===== config.mk =====
export PLATFORM = sky130hd
export DESIGN_NAME = updown_counter
export DESIGN_NICKNAME = d
export VERILOG_FILES = /design/src/rtl/counter_pkg.sv /design/src/rtl/counter_prescaler.sv /design/src/rtl/updown_counter.sv
export SDC_FILE = /design/constraint.sdc
export NUM_CORES = 1
export LEC_CHECK = 0
export ABC_CLOCK_PERIOD_IN_PS = 2300
export CAP_MARGIN = 20
export CORE_UTILIZATION = 50
export CTS_CLUSTER_SIZE = 24
export DETAILED_ROUTE_END_ITERATION = 8
export GPL_ROUTABILITY_DRIVEN = 0
export HOLD_SLACK_MARGIN = 0.12
export PLACE_DENSITY = 0.83
export SKIP_LAST_GASP = 1
export SLEW_MARGIN = 10
export SYNTH_ARGS = -nofsm -noshare
export SYNTH_HDL_FRONTEND = slang
export SYNTH_SLANG_ARGS = --single-unit

===== constraint.sdc =====
create_clock -name ClkIn -period 2.3 [get_ports ClkIn]
set_input_delay 0.69 -clock ClkIn [delete_from_list [all_inputs] [get_ports ClkIn]]
set_output_delay 0.69 -clock ClkIn [all_outputs]
set_load 0.05 [all_outputs]

===== src/rtl/counter_pkg.sv =====
// Shared constants and helpers for the up/down counter.
// Mode selectors and a constant-foldable ceil-log2 for sizing.
package counter_pkg;

  localparam int unsigned MODE_WRAP = 0;
  localparam int unsigned MODE_SAT  = 1;

  function automatic int unsigned clog2(input int unsigned v);
    int unsigned r;
    r = 0;
    for (int i = 0; i < 32; i++) begin
      if ((64'd1 << i) < 64'(v)) r = i + 1;
    end
    return r;
  endfunction

endpackage


===== src/rtl/counter_prescaler.sv =====
// Step strobe generator: one Tick every PRESCALE enabled cycles.
// Collapses to a wire when PRESCALE is 1.
module counter_prescaler
  import counter_pkg::*;
#(
  parameter int unsigned PRESCALE = 1
) (
  input  logic ClkIn,
  input  logic Rst,
  input  logic Clr,
  input  logic En,
  output logic Tick
);

  if (PRESCALE <= 1) begin : g_bypass
    logic unused_ok;
    assign unused_ok = ^{ClkIn, Rst, Clr};
    assign Tick = En;
  end else begin : g_div
    localparam int unsigned PW = clog2(PRESCALE);
    localparam logic [PW-1:0] LAST = PW'(PRESCALE - 1);

    logic [PW-1:0] cnt;
    logic          last;

    assign last = (cnt == LAST);
    assign Tick = En & last;

    always_ff @(posedge ClkIn) begin
      if (Rst || Clr) begin
        cnt <= '0;
      end else if (En) begin
        cnt <= last ? '0 : cnt + PW'(1);
      end
    end
  end

endmodule


===== src/rtl/updown_counter.sv =====
// Up/down counter with wrap or saturate limit, prescaler,
// clear/load, terminal-count pulse and sticky overflow flag.
module updown_counter
  import counter_pkg::*;
#(
  parameter int unsigned     WIDTH    = 8,
  parameter longint unsigned MAX_VAL  = (64'd1 << WIDTH) - 64'd1,
  parameter int unsigned     SATURATE = 0,
  parameter int unsigned     PRESCALE = 1
) (
  input  logic             ClkIn,
  input  logic             Rst,
  input  logic             En,
  input  logic             Up,
  input  logic             Clear,
  input  logic             Load,
  input  logic [WIDTH-1:0] LoadVal,
  output logic [WIDTH-1:0] Count,
  output logic             Tc,
  output logic             Ovf
);

  localparam logic [WIDTH-1:0] MAX = WIDTH'(MAX_VAL);
  localparam bit SAT = (SATURATE == MODE_SAT);

  logic             tick;
  logic [WIDTH-1:0] step_val;
  logic             bound;
  logic [WIDTH-1:0] load_sat;

  counter_prescaler #(
    .PRESCALE (PRESCALE)
  ) u_prescaler (
    .ClkIn (ClkIn),
    .Rst   (Rst),
    .Clr   (Clear | Load),
    .En    (En),
    .Tick  (tick)
  );

  assign load_sat = (LoadVal > MAX) ? MAX : LoadVal;

  always_comb begin
    step_val = Count;
    bound    = 1'b0;
    if (Up) begin
      if (Count >= MAX) begin
        bound    = 1'b1;
        step_val = SAT ? Count : '0;
      end else begin
        step_val = Count + WIDTH'(1);
      end
    end else begin
      if (Count == '0) begin
        bound    = 1'b1;
        step_val = SAT ? Count : MAX;
      end else begin
        step_val = Count - WIDTH'(1);
      end
    end
  end

  always_ff @(posedge ClkIn) begin
    if (Rst || Clear) begin
      Count <= '0;
      Tc    <= 1'b0;
      Ovf   <= 1'b0;
    end else if (Load) begin
      Count <= load_sat;
      Tc    <= 1'b0;
    end else if (tick) begin
      Count <= step_val;
      Tc    <= bound;
      if (bound) Ovf <= 1'b1;
    end else begin
      Tc <= 1'b0;
    end
  end

endmodule


# Word-level counts from Yosys, hierarchy flattened
# Index checks and enable logic that the tools add are counted.
word_totals:
  out_inout_bits: 10
  elab_cells: 23
  in_bits: 14
  ff_bits: 10
op_classes:
  bitwise_logic: 2
  add_sub_neg: 2
  magnitude_cmp: 2
  reduce_logical: 5
  muxes: 9
ops:
  columns: ["operator", "n"]
  rows:
  - ["8-bit 2-to-1 mux", 6]
  - ["8-bit by 1-bit adder with 8-bit output, second input constant", 1]
  - ["8-bit >= comparator, second input constant", 1]
  - ["8-bit > comparator, second input constant", 1]
  - ["8-bit zero test", 1]
  - ["8-bit by 1-bit subtractor with 8-bit output, second input constant", 1]
  - ["1-bit 2-to-1 mux", 3]
  - ["3-bit AND reduction", 1]
  - ["3-bit OR reduction", 1]
  - ["1-bit inverter", 2]
  - ["2-bit nonzero test", 1]
  - ["1-bit logical OR", 1]

# Logic depth before layout (Yosys ltp)
logic_depth:
  ltp_word: 5
  mapped_depth: 7
  ltp_nobuf: 7

# Hierarchy
# A second synthesis with hierarchy kept.
unflattened:
  cells_unflattened: 126
  area_unflattened_um2: 913.4
modules_own_cells:
  columns: ["mod", "instances", "area_per_inst_um2", "cells_per_inst"]
  rows:
  - ["updown_counter", 1, 905.9, 125]
  - ["counter_prescaler", 1, 7.5, 1]

# Worst setup path after synthesis
# OpenSTA, ideal clock, no wires.
synth_timing:
  kind: "reg-to-reg"
  start: "register Count[0]"
  end: "register Count[4]"
  path_buffers: 0
  path_slack_ns: 0.369
  setup_time_ns: 0.066
  t_arrival_ns: 1.865
  path_stages_with_launch: 7
  t_required_ns: 2.234
  period_less_slack_ns: 1.931
  path_cell_list: "dfxtp_1 -> inv_1 -> ha_1 -> nor3b_2 -> xnor2_1 -> a221o_1 -> a21oi_2"
synth_via:
  elab_chain_cells: 5
synth_rtl:
  columns: ["item", "line_no", "text"]
  rows:
  - ["start: declaration", "updown_counter.sv:18", "output logic [WIDTH-1:0] Count,"]
  - ["start signal: assignment", "updown_counter.sv:69", "Count <= load_sat;"]
  - ["start signal: assignment", "updown_counter.sv:72", "Count <= step_val;"]
  - ["8-bit by 1-bit subtractor with 8-bit output (tied with other cells)", "updown_counter.sv:58", "step_val = Count - WIDTH'(1);"]
  - ["8-bit 2-to-1 mux (on tied branches)", "updown_counter.sv:54, updown_counter.sv:47", null]
  - ["8-bit 2-to-1 mux *", "updown_counter.sv:46", "if (Up) begin"]
  - ["8-bit 2-to-1 mux *", "updown_counter.sv:71", "end else if (tick) begin"]
  - ["8-bit 2-to-1 mux *", "updown_counter.sv:68", "end else if (Load) begin"]
# Every way passes the cells marked *; elsewhere a longest branch is shown, timed or not. The select of a mux whose other input is x is not followed.
# A chain may end at the register's enable or synchronous reset.

# Worst setup path in the final report
layout_timing:
  start: "register Ovf"
  end: "output Ovf"
layout_rtl:
  columns: ["item", "line_no", "text"]
  rows:
  - ["start: declaration", "updown_counter.sv:20", "output logic Ovf"]
  - ["start signal: assignment", "updown_counter.sv:67", "Ovf <= 1'b0;"]
  - ["start signal: assignment", "updown_counter.sv:74", "if (bound) Ovf <= 1'b1;"]
# No word-level cell between the ends.

==> results.txt <==
The run finished with clean final reports. The number of antenna violations at the first check in global routing is 0. The sequential cell area fraction in the yosys report is 23.5%.

The share of async-settable or async-resettable flops after synthesis is 0%. The average wire length per cell after detail routing is 14.2 microns. The die extent in x came out at 43.3 microns. Synthesis produced a netlist with a net count of 132.

Of the total power, the share spent switching nets is 35.4%. The slew at the pin with the worst max-slew slack came out at 0.510 ns. The number of setup buffers added after CTS is 0. The worst setup path is captured at a primary output.

The portion of total power attributed to the clock network is 26.2%. The top fanout value on the critical path came out at 2. The overall global routing resource usage is 24.7%. The count of final hold-check violations came out at 0. The number of enable flip-flop cells after synthesis came out at 0. The number of DRC markers after the initial detailed-route iteration came out at 22.

The number of diodes added for antenna fixing is 0. The kind of launch point of the worst setup path is a register. After clock tree synthesis, the clock-pin slew on the worst setup and hold paths is 0.07 ns. The H-tree depth reported by CTS came out at 1. The leakage component of the power came out at 0.406 nW. The global route total overflow came out at 0. The worst hold path belongs to the class reg -> reg. The detailed-route vias per instance came out at 6.20.

The initial utilization of the core area, before any placement, comes to 55.4%. The boundary pin count came out at 24. In the final timing run, aggregate negative setup slack is 0 ns.

The area enclosed by the die boundary is 1880 sq um. Setup repair after global routing left no endpoint under its margin. The floorplan step defined a core boundary enclosing 1540 sq um.

sky130_fd_sc_hd__dfxtp_1 takes more of the synthesized area than any other cell. The gate count after technology mapping came out at 115. The share of post-route cells with drive strength above 1 is 15.4%. The first global-routing pass estimated 3510 microns of wire. TritonCTS built the clock tree.

The worst-case clock skew is 0.00209 ns. The worst endpoint data arrival time came out at 1.40 ns. For this block, the via count after detailed routing is 943. At the end of the flow, the number of nets in the layout was 155. The number of nets with antenna violations after routing is 0.

The critical path's largest stage delay came out at 0.81 ns. In this run the clock root is driven by a sky130_fd_sc_hd__clkbuf_4. For this design, the slowest cell found on the critical path is sky130_fd_sc_hd__clkdlybuf4s50_1. In the synthesized netlist, the cells that appear most often are sky130_fd_sc_hd__o21ai_0 (13), sky130_fd_sc_hd__nand2_1 (11), sky130_fd_sc_hd__nor2_1 (11). The final wirelength is 2160 microns. For this design the ratio of total power to cell area is 455 nW/um^2.

The worst path buffer plus inverter count came out at 1. The yosys synthesis warning count is 0. The internal power came out at 0.000315 W. The distinct cell type count after synthesis came out at 36. The category of the critical setup timing path is reg -> out.

The most used flip-flop cell after synthesis is sky130_fd_sc_hd__dfxtp_1. The post-placement cell count is 149. Post-CTS repair changed the size of 0 cells.

The HPWL after detailed placement came out at 1560 microns. Entering global routing, the biggest net connects 15 pins. The final routed DRC violation total came out at 0. The maximum clock rate is 478 MHz. sky130_fd_sc_hd__o21ai_0 is the most common cell in the netlist.

The top-area cell type share of the netlist area came out at 23.5%. The count of input and output buffers is 23. The fraction of the cycle the final worst path needs is 91.0%. The flip-flop and latch count after synthesis is 10. The number of hold buffers added after CTS came out at 0. For the worst setup path, the data required time is 1.61 ns.

The relative contribution of combinational cells to total power is 32.7%. The count of final max-slew check failures came out at 0. The clock insertion delay at the later pin of the skew report came out at 0.27 ns. The number of core rows is 14. The cell area after technology mapping is 853 sq um. For this run, the detailed router's first-pass iteration total came to 4. The maximum vdd ir drop is 0.316 mV. The via count of the first global-routing pass came out at 800.

The maximum buffer depth of the clock tree is 2. The count of endpoints failing setup in the final report is 0. The switching power came out at 0.000172 W.

After synthesis, the cell types taking the most area are sky130_fd_sc_hd__dfxtp_1 (23%), sky130_fd_sc_hd__o21ai_0 (7.6%), sky130_fd_sc_hd__a21oi_1 (5.9%). The TritonCTS buffer count came out at 3. The mean cell area of the mapped netlist is 7.42 sq um. The clock sink count is 10. The clock period minus final worst setup slack is 2.09 ns. The sequential share of power came out at 41.0%. In this design, the largest share of critical-path delay is due to buffers and inverters. The area growth from synthesis to layout is 25.5%.

Traced cell by cell, the critical path runs through clkdlybuf4s50_1. In this run the vertical extent of the chip is 43.3 microns. The max-capacitance violation count is 0. The worst max-slew margin expressed relative to the limit came out at 65.9%. The post-layout instance count excluding filler cells is 152.
==> per-layer routing <==
layer,vias to the layer above,share of wire (%),global-route usage [%]
met5,-,0,0
met4,0,1.7,7.88
met3,6,6.0,5.11
met2,36,44,38.8
met1,446,48,33.8
li1,455,-,-
==> sequential cells by signal (all words and copies together) (netlist names) <==
signal and cells:
Count 8, Ovf 1, Tc 1
==> per-stage QoR <==
stage          util, %  hold WS [ns]  power (W)  cell area, sq um  setup slack (ns)
2_1_floorplan        -         0.745   0.000312               853             0.369
3_3_place_gp      68.0         0.447   0.000359              1050             0.187
3_5_place_dp      68.0         0.460   0.000361              1050             0.142
4_1_cts           69.5         0.472   0.000488              1070             0.197
5_1_grt           69.5         0.485   0.000511              1070             0.174
6_report          69.5         0.466   0.000487              1070             0.206
==> power groups by stage <==
stage	sequential, W	combinational, W	clock (W)
after floorplan	0.000218	0.0000936	0
after global placement	0.000203	0.000156	0
after detailed placement	0.000204	0.000157	0
after CTS	0.000200	0.000158	0.000130
after global routing	0.000202	0.000172	0.000136
final	0.000200	0.000160	0.000128
==> worst paths after layout <==
path / startpoint / end / slack [ns] / cells past startpoint
max: Ovf$_SDFFE_PP0P_ / Ovf / 0.21 / 1
min: Ovf$_SDFFE_PP0P_ / Ovf$_SDFFE_PP0P_ / 0.47 / 1
max reg2reg: Count[0]$_SDFFE_PP0P_ / Count[4]$_SDFFE_PP0P_ / 0.51 / 6
min reg2reg: Ovf$_SDFFE_PP0P_ / Ovf$_SDFFE_PP0P_ / 0.47 / 1
==> cell type report <==
class | instances | area (sq um)
multi-input cells | 91 | 573
fillers | 125 | 470
repair buffers | 26 | 233
flip-flops and latches | 10 | 200
clock buffers | 3 | 22.5
inverters | 6 | 22.5
well taps | 16 | 20.0
==> layout by cell type, fill, tap and decap left out, drive strengths merged, types with 5 or more instances in the layout <==
master         Yosys  layout
a21oi             12      12
nand3              5       5
inv                6       6
nand2             11      11
clkdlybuf4s50      0      15
buf                6      11
o21ai             13      13
dfxtp             10      10
nor3               7       7
nor2              11      11
==> cell families (layout without fill, tap and decap cells) <==
logic type / Yosys count / in the layout / share of synthesized area [%]
compound gates: 36 / 36 / 25.4
xor+xnor: 6 / 6 / 6.16
fa+ha+maj: 3 / 3 / 4.40
buf+inv: 14 / 35 / 9.38
flops: 10 / 10 / 23.5
mux: 1 / 1 / 1.17
simple gates: 45 / 45 / 30.1
Power figures use the tool's default switching activity.
